### src/rtl/switch_allocator_if.sv
// Request/grant bundle between the input buffers, the switch allocator and the crossbar.
// Adds timeout_err when SWITCH_ALLOCATOR_LOCK_TIMEOUT_EN is defined.
interface switch_allocator_if #(
  parameter int NUM_PORTS = 7,
  parameter int SEL_W     = $clog2(NUM_PORTS)
);
  // Handshake: input i's flit moves only in a cycle where grant[i]=1. Until then,
  // req_valid/req_outport/req_tail stay stable. xbar_sel[o] is meaningful only while
  // xbar_valid[o]=1. out_ready[o] is the downstream ready for output o.
  logic [NUM_PORTS-1:0]            req_valid;
  logic [NUM_PORTS-1:0][SEL_W-1:0] req_outport;
  logic [NUM_PORTS-1:0]            req_tail;
  logic [NUM_PORTS-1:0]            out_ready;
  logic [NUM_PORTS-1:0]            grant;
  logic [NUM_PORTS-1:0]            xbar_valid;
  logic [NUM_PORTS-1:0][SEL_W-1:0] xbar_sel;
`ifdef SWITCH_ALLOCATOR_LOCK_TIMEOUT_EN
  logic [NUM_PORTS-1:0]            timeout_err;

  modport master (output req_valid, req_outport, req_tail, out_ready,
                  input  grant, xbar_valid, xbar_sel, timeout_err);
  modport slave  (input  req_valid, req_outport, req_tail, out_ready,
                  output grant, xbar_valid, xbar_sel, timeout_err);
`else
  modport master (output req_valid, req_outport, req_tail, out_ready,
                  input  grant, xbar_valid, xbar_sel);
  modport slave  (input  req_valid, req_outport, req_tail, out_ready,
                  output grant, xbar_valid, xbar_sel);
`endif
endinterface

### src/rtl/switch_allocator.sv
// Per-output wormhole switch allocator: round-robin pick in IDLE, lock to the packet until its tail.
// Optional lock timeout is enabled by defining SWITCH_ALLOCATOR_LOCK_TIMEOUT_EN.
module switch_allocator #(
  parameter int NUM_PORTS = 7,
  parameter int SEL_W     = $clog2(NUM_PORTS)
`ifdef SWITCH_ALLOCATOR_LOCK_TIMEOUT_EN
  , parameter int TIMEOUT_CYCLES = 64
`endif
) (
  input  logic                 clk,
  input  logic                 rst,
  switch_allocator_if.slave    sa,
  output logic [NUM_PORTS-1:0] dbg_locked_o
);

  typedef enum logic {IDLE = 1'b0, LOCKED = 1'b1} state_e;

  state_e           state_q [NUM_PORTS];
  state_e           state_d [NUM_PORTS];
  logic [SEL_W-1:0] owner_q [NUM_PORTS];
  logic [SEL_W-1:0] owner_d [NUM_PORTS];
  logic [SEL_W-1:0] rr_q    [NUM_PORTS];
  logic [SEL_W-1:0] rr_d    [NUM_PORTS];
  logic [SEL_W-1:0] sel_q   [NUM_PORTS];
  logic [SEL_W-1:0] src     [NUM_PORTS];
  logic [NUM_PORTS-1:0] cand [NUM_PORTS];
  logic [NUM_PORTS-1:0] xfer;
  logic [NUM_PORTS-1:0] grant_c;
  logic                 found;
  int                   idx;

`ifdef SWITCH_ALLOCATOR_LOCK_TIMEOUT_EN
  localparam int CNT_W = $clog2(TIMEOUT_CYCLES) + 1;
  logic [CNT_W-1:0]     cnt_q [NUM_PORTS];
  logic [CNT_W-1:0]     cnt_d [NUM_PORTS];
  logic [NUM_PORTS-1:0] err_q;
  logic [NUM_PORTS-1:0] err_d;
  assign sa.timeout_err = err_q;
`endif

  always_comb begin : cand_comb
    for (int o = 0; o < NUM_PORTS; o++) begin
      for (int i = 0; i < NUM_PORTS; i++) begin
        cand[o][i] = sa.req_valid[i] && (sa.req_outport[i] == SEL_W'(o));
      end
    end
  end

  always_ff @(posedge clk or posedge rst) begin : state_reg
    if (rst) begin
      for (int o = 0; o < NUM_PORTS; o++) begin
        state_q[o] <= IDLE;
        owner_q[o] <= '0;
        rr_q[o]    <= SEL_W'(NUM_PORTS - 1);
        sel_q[o]   <= '0;
`ifdef SWITCH_ALLOCATOR_LOCK_TIMEOUT_EN
        cnt_q[o]   <= '0;
`endif
      end
`ifdef SWITCH_ALLOCATOR_LOCK_TIMEOUT_EN
      err_q <= '0;
`endif
    end else begin
      for (int o = 0; o < NUM_PORTS; o++) begin
        state_q[o] <= state_d[o];
        owner_q[o] <= owner_d[o];
        rr_q[o]    <= rr_d[o];
        if (xfer[o]) sel_q[o] <= src[o];
`ifdef SWITCH_ALLOCATOR_LOCK_TIMEOUT_EN
        cnt_q[o]   <= cnt_d[o];
`endif
      end
`ifdef SWITCH_ALLOCATOR_LOCK_TIMEOUT_EN
      err_q <= err_d;
`endif
    end
  end

  always_comb begin : next_state_comb
`ifdef SWITCH_ALLOCATOR_LOCK_TIMEOUT_EN
    err_d = '0;
`endif
    for (int o = 0; o < NUM_PORTS; o++) begin
      state_d[o] = state_q[o];
      owner_d[o] = owner_q[o];
      rr_d[o]    = rr_q[o];
`ifdef SWITCH_ALLOCATOR_LOCK_TIMEOUT_EN
      cnt_d[o]   = cnt_q[o];
`endif
      case (state_q[o])
        IDLE: begin
          if (xfer[o]) begin
            rr_d[o] = src[o];
            if (!sa.req_tail[src[o]]) begin
              state_d[o] = LOCKED;
              owner_d[o] = src[o];
`ifdef SWITCH_ALLOCATOR_LOCK_TIMEOUT_EN
              cnt_d[o]   = '0;
`endif
            end
          end
        end
        LOCKED: begin
          if (xfer[o]) begin
`ifdef SWITCH_ALLOCATOR_LOCK_TIMEOUT_EN
            cnt_d[o] = '0;
`endif
            if (sa.req_tail[owner_q[o]]) state_d[o] = IDLE;
          end
`ifdef SWITCH_ALLOCATOR_LOCK_TIMEOUT_EN
          // A stalled owner gives up the output after TIMEOUT_CYCLES idle locked cycles.
          else if (cnt_q[o] == CNT_W'(TIMEOUT_CYCLES - 1)) begin
            state_d[o] = IDLE;
            cnt_d[o]   = '0;
            err_d[o]   = 1'b1;
          end else begin
            cnt_d[o] = cnt_q[o] + 1'b1;
          end
`endif
        end
        default: state_d[o] = IDLE;
      endcase
    end
  end

  always_comb begin : output_comb
    xfer    = '0;
    grant_c = '0;
    found   = 1'b0;
    idx     = 0;
    for (int o = 0; o < NUM_PORTS; o++) begin
      src[o] = owner_q[o];
      found  = 1'b0;
      if (state_q[o] == IDLE) begin
        // Scan starts just past the last winner so it ends up lowest priority.
        for (int k = 1; k <= NUM_PORTS; k++) begin
          idx = int'(rr_q[o]) + k;
          if (idx >= NUM_PORTS) idx = idx - NUM_PORTS;
          if (!found && cand[o][idx]) begin
            found  = 1'b1;
            src[o] = SEL_W'(idx);
          end
        end
        xfer[o] = found && sa.out_ready[o];
      end else begin
        xfer[o] = cand[o][owner_q[o]] && sa.out_ready[o];
      end
      if (xfer[o]) grant_c[src[o]] = 1'b1;
    end

    sa.grant      = rst ? '0 : grant_c;
    sa.xbar_valid = rst ? '0 : xfer;
    for (int o = 0; o < NUM_PORTS; o++) begin
      sa.xbar_sel[o]  = rst ? '0 : (xfer[o] ? src[o] : sel_q[o]);
      dbg_locked_o[o] = (state_q[o] == LOCKED);
    end
  end

endmodule

### src/flat_wrapper.sv
// flat-port wrapper written by rule: the top's interface ports become plain ports
module switch_allocator_flat 
#(
  parameter int NUM_PORTS = 7,
  parameter int SEL_W     = $clog2(NUM_PORTS)

)
  (clk, rst, dbg_locked_o, sa_req_valid, sa_req_outport, sa_req_tail, sa_out_ready, sa_grant, sa_xbar_valid, sa_xbar_sel);
  switch_allocator_if #(.NUM_PORTS(NUM_PORTS), .SEL_W(SEL_W)) sa_i ();
  input  logic clk;
  input  logic rst;
  output logic [NUM_PORTS-1:0] dbg_locked_o;
  input wire logic [$bits(sa_i.req_valid)-1:0] sa_req_valid;
  input wire logic [$bits(sa_i.req_outport)-1:0] sa_req_outport;
  input wire logic [$bits(sa_i.req_tail)-1:0] sa_req_tail;
  input wire logic [$bits(sa_i.out_ready)-1:0] sa_out_ready;
  output wire logic [$bits(sa_i.grant)-1:0] sa_grant;
  output wire logic [$bits(sa_i.xbar_valid)-1:0] sa_xbar_valid;
  output wire logic [$bits(sa_i.xbar_sel)-1:0] sa_xbar_sel;
  assign sa_i.req_valid = sa_req_valid;
  assign sa_i.req_outport = sa_req_outport;
  assign sa_i.req_tail = sa_req_tail;
  assign sa_i.out_ready = sa_out_ready;
  assign sa_grant = sa_i.grant;
  assign sa_xbar_valid = sa_i.xbar_valid;
  assign sa_xbar_sel = sa_i.xbar_sel;
  switch_allocator #(.NUM_PORTS(NUM_PORTS), .SEL_W(SEL_W)) u_core (.clk(clk), .rst(rst), .sa(sa_i), .dbg_locked_o(dbg_locked_o));
endmodule
### config.mk
export PLATFORM = sky130hd
export DESIGN_NAME = switch_allocator_flat
export DESIGN_NICKNAME = d
export VERILOG_FILES = /design/src/rtl/switch_allocator_if.sv /design/src/rtl/switch_allocator.sv /design/src/flat_wrapper.sv
export SDC_FILE = /design/constraint.sdc
export NUM_CORES = 1
export LEC_CHECK = 0
export CAP_MARGIN = 15
export CORE_MARGIN = 2
export CORE_UTILIZATION = 38
export CTS_CLUSTER_DIAMETER = 200
export DETAILED_ROUTE_END_ITERATION = 12
export MAX_ROUTING_LAYER = met4
export PLACE_DENSITY = 0.67
export SETUP_SLACK_MARGIN = 0.15
export SLEW_MARGIN = 25
export SYNTH_ARGS = -nofsm -noshare
export SYNTH_HDL_FRONTEND = slang
export SYNTH_SLANG_ARGS = --single-unit
### constraint.sdc
create_clock -name clk -period 8.3 [get_ports clk]
set_input_delay 2.075 -clock clk [delete_from_list [all_inputs] [get_ports clk]]
set_output_delay 2.075 -clock clk [all_outputs]
set_load 0.005 [all_outputs]
# After elaboration in Yosys (flattened, before gate mapping)
# Cells that the tools add are included.
# word_totals
reg_bits	70
out_inout_bits	42
elab_cells	1002
# op_classes
n_addsub	98
magnitude_cmp	119
eq_ne	42
n_mux	520
n_bitwise	20
n_reduce_logical	175
# ops
operator	n
$mux W32	98
$ge A32 B4 Y1 const B	49
$lt A32 B5 Y1 const B	49
$sub A32 B4 Y32 const B	49
$mux W1	259
$bmux W1 S3	70
$mux W3	70
$add A3 B3 Y4 const B	28
$logic_and A1 B1 Y1	112
$eq A3 B3 Y1 const B	21
$mux W7	9
$add A3 B2 Y4 const B	14
$lt A3 B4 Y1 const B	14
$eq A3 B2 Y1 const B	14
$logic_not A1 Y1	42
$or A7 B7 Y7	6
$add A3 B1 Y4 const B	7
$demux W1 S3	7
$eq A3 B1 Y1 const B	7
$ge A3 B1 Y1 const B	7
$logic_not A3 Y1	7
$reduce_and A3 Y1	7
$not A1 Y1	14
$pmux W1 S2	7
$reduce_and A2 Y1	7

# Longest topological paths before layout
# logic_depth
word_depth	51
ltp_mapped	18

# Least setup slack after synthesis
# Ideal clock, no wire load.
# synth_path
path_type	input port to output port
from	in sa_req_outport[6]
to	out sa_grant[2]
t_arrival_ns	5.400
required_ns	6.225
setup_slack_ns	0.825
cell_stages	13
path_buffers	1
path_cell_list	clkbuf_1 -> and4bb_1 -> mux4_2 -> nand2_1 -> o21ai_0 -> a211oi_1 -> nand3_1 -> nor2_1 -> mux2i_1 -> o21ai_1 -> o32ai_1 -> a311oi_1 -> a21oi_1
# synth_via
elab_chain_cells	49
# synth_lines
item	line	text
from (decl)	flat_wrapper.sv:14	input wire logic [$bits(sa_i.req_outport)-1:0] sa_req_outport;
$logic_not A3 Y1	switch_allocator.sv:44	cand[o][i] = sa.req_valid[i] && (sa.req_outport[i] == SEL_W'(o));
$logic_and A1 B1 Y1	switch_allocator.sv:44	
$bmux W1 S3	switch_allocator.sv:139	if (!found && cand[o][idx]) begin
$mux W1 (not written as such) (2 in series)	switch_allocator.sv:139	
$mux W1	switch_allocator.sv:139	
$mux W1	switch_allocator.sv:134	if (state_q[o] == IDLE) begin
$logic_not A1 Y1	switch_allocator.sv:139	
$logic_and A1 B1 Y1	switch_allocator.sv:139	
[... 32 more ...]	n/a	
$mux W7	switch_allocator.sv:148	if (xfer[o]) grant_c[src[o]] = 1'b1;
$or A7 B7 Y7 (no line)	n/a	
$mux W7	switch_allocator.sv:148	
$or A7 B7 Y7 (no line)	n/a	
$mux W7	switch_allocator.sv:148	
$or A7 B7 Y7 (no line)	n/a	
$mux W7 *	switch_allocator.sv:148	
$mux W7 *	switch_allocator.sv:151	sa.grant = rst ? '0 : grant_c;
to (decl)	flat_wrapper.sv:17	output wire logic [$bits(sa_i.grant)-1:0] sa_grant;
# Mark *: on every way between the ends. The rest lies on a longest branch, timed or not. The select of a mux whose other input is x is not followed.

# Worst setup path after layout
# layout_path
from	in sa_req_outport[11]
to	out sa_grant[3]
# Same word-level chain as after synthesis.

==> metrics.md <==
| Metric | Value |
|---|---|
| Data arrival time of the worst path | `6.20 ns` |
| Syn Area/Cell | `8.029 µm²` |
| Outcome | `finished clean` |
| FMAX | `120.8 MHz` |
| Reg area | `0.001769 mm²` |
| Worst r2r src | `u_core.rr_q[18]` |
| Mapped Area | `0.01520 mm²` |
| Worst slew pin tran | `0.9707 ns` |
| Drt total wl | `62610 µm` |
| RSZ-0062 raised after global routing | `yes` |
| Yosys warning total | `0` |
| Layout cell share with drive strength beyond 1 | `32.96%` |
| Share of the synthesized area in the top cell type | `9.878%` |
| Syn Inst Count | `1893` |
| Area of the multi-input gates | `0.01355 mm²` |
| Area grow syn2layout | `37.35%` |
| Iteration-0 DRC Markers | `1623` |
| Post-route design area | `0.02088 mm²` |
| Fin Setup TNS | `0 ns` |
| Setup CP Type | `input port to output port` |
| Final WS setup | `0.02353 ns` |
| Critical-path top delay cell | `mux4_2` |
| Maxcap violations | `0` |
| RD Place Congestion | `0.9972` |
| Register area share after synthesis | `11.64%` |
| Vias after detailed routing | `17750` |
| Final hold slack | `0.4867 ns` |
| Die W | `204.0 µm` |
| Number of global-route vias before repair | `17200` |
| Crit Path Max Fanout | `9` |
| Top-count cell post-synth | `nand2_1` |
| Period utilization | `99.72%` |
| CTS tree | `yes` |
| Sink Count | `70` |
| Die Y-Extent | `204.0 µm` |
| Pin count of the biggest net entering global routing | `56` |
| IO Count | `86` |
| Seq cells post-synth | `70` |
| CTS HTree Levels | `3` |
| Synth Flop Type | `dfrtp_1` |
| GR Overflow Total | `0` |
| Clk root buf | `clkbuf_16` |
| Synth top cells by count | `nand2_1, mux2i_1, nor2_1, o21ai_0, a21oi_1` |
| Critical Path Start | `sa_req_outport[11]` |
| Worst path cell trace | `dlygate4sd2_1, buf_6, nor4bb_4, buf_4, mux2i_1, mux4_2, o21a_1, a2111oi_1, a31oi_1, o2bb2ai_2, mux2i_2, buf_4, buf_4, nor4b_2, a311oi_2, a41oi_2, dlygate4sd2_1` |
| GRT Total Usage | `30.31%` |
| Die area | `0.04161 mm²` |
| Vias per cell | `6.229` |
| Ys async rst share | `100.0%` |
| Residual DRC | `0` |
| Post-synth EDFFs | `0` |
| DP Area | `0.01923 mm²` |
| First-pass GRT wire length | `97190 µm` |
| CP startpoint kind | `input port` |
| Initial antenna violation count | `0` |
| Req. time, crit path | `6.23 ns` |
| Crit path largest cell delay | `0.55 ns` |
| Area leader, netlist | `mux2i_1` |
| Hold Crit Start | `u_core.sel_q[6]` |
| Min cycle time layout | `8.276 ns` |
| Post-Syn Nets | `2020` |
| Fin. Hold Viols | `0` |
| Starting density of the core | `38.34%` |
| CTS clk-pin slew, worst paths | `0.06 ns` |
| Yosys cell types | `111` |
| Wire length per cell | `21.97 µm` |
| CP bufs+invs | `6` |
| Max-slew headroom | `35.08%` |
| Post-Place Worst Slack | `-0.6689 ns` |
| Hpwl dp | `48520 µm` |
| Input/output buffers | `85` |
| Clock skew | `0.01073 ns` |
| Routed Antenna Nets | `0` |
| Filler cells | `3739` |
| DR pass1 iterations | `6` |
| Most used cell, CP | `buf_4` |
| Hold Path Class | `register to register` |
| Fin. max-slew vios | `0` |
| Setup-failing EPs final | `0` |
| CTS Buffer Depth | `2` |
| CP top delay family | `compound AO/OA/AOI/OAI gates` |
| Row count | `73` |
| Worst setup EP type | `output port` |
| Synth top area cells | `mux2i_1, dfrtp_1, mux4_2` |
| Worst-Skew Late Latency | `0.36 ns` |
| Core ar. | `0.03964 mm²` |
| Total Nets Final | `2446` |
| Number of buffers created by CTS | `9` |
-- path summary, 6_finish.rpt --
path                                       to  slack (ns)  cells after the start
max                               sa_grant[3]        0.02                     17
min                           u_core.sel_q[6]        0.49                      2
max reg2reg                u_core.owner_q[19]        2.34                     18
min reg2reg                   u_core.sel_q[6]        0.49                      2
max in group asynchronous      u_core.rr_q[5]        4.68                      3
min in group asynchronous    u_core.sel_q[11]        2.81                      2
-- area by class of cell --
class,count,area share (%)
repair buffers,519,20.26
well taps,525,3.147
multi-input cells,1634,64.91
inverters,85,1.540
clock buffers,9,1.079
diodes,1,0.01199
clock inverters,7,0.5814
flip-flops and latches,70,8.475
-- worst min-delay path, stage by stage, from the launching register on --
cell and delay, ns:
dfrtp_1 0.33, nand2_1 0.06, o21ai_2 0.06
-- state kept, by name, summed over array words and instances (netlist names) --
name	count
u_core.dbg_locked_o	7
u_core.owner_q	21
u_core.rr_q	21
u_core.sel_q	21
-- cells in the final DEF (no fill, tap or decap), drive strengths merged, types with 53 or more instances in the layout --
cell and instances:
nand2 152, mux2i 150, dfrtp 56, inv 86, nor2 132, o21ai 112, and2 53, ha 76
a21oi 101, mux2 57, buf 436
-- cell families (layout without fill, tap and decap cells) --
family	after synthesis	count (layout)	synth area share [%]
other	0	1	0
XOR/XNOR	56	56	3.276
flip-flops	70	70	11.64
adder cells (fa/ha/maj)	83	83	7.178
buffers and inverters	189	620	4.947
AND/OR/NAND/NOR	684	684	25.63
AO/OA/AOI/OAI	554	554	25.77
multiplexers	257	257	21.56
-- layer usage --
metal	up-vias	GRT usage [%]	wire, µm
li1	8126	-	-
met5	-	-	0
met1	8580	38.92	26300
met2	871	48.57	28640
met4	0	10.97	2583
met3	175	4.369	5080
-- metrics by stage --
step,instances,util [%]
global route,2849,52.66
CTS,2825,51.30
detailed placement,2784,48.51
floorplan,1893,-
finish,2850,52.66
global placement,2784,48.51
-- repair_timing --
| item | 4_1_cts | 5_1_grt |
|---|---|---|
| setup buffers | 23 | 24 |
| gates resized for setup | 161 | 103 |
| hold buffers | 0 | 0 |
| cloned | 2 | 0 |
| pin swaps | 29 | 44 |
| setup endpoints to repair | 29 | 27 |
Power is not shown: default switching activity piles up to over one toggle a cycle in this logic, so the estimate is an artifact.
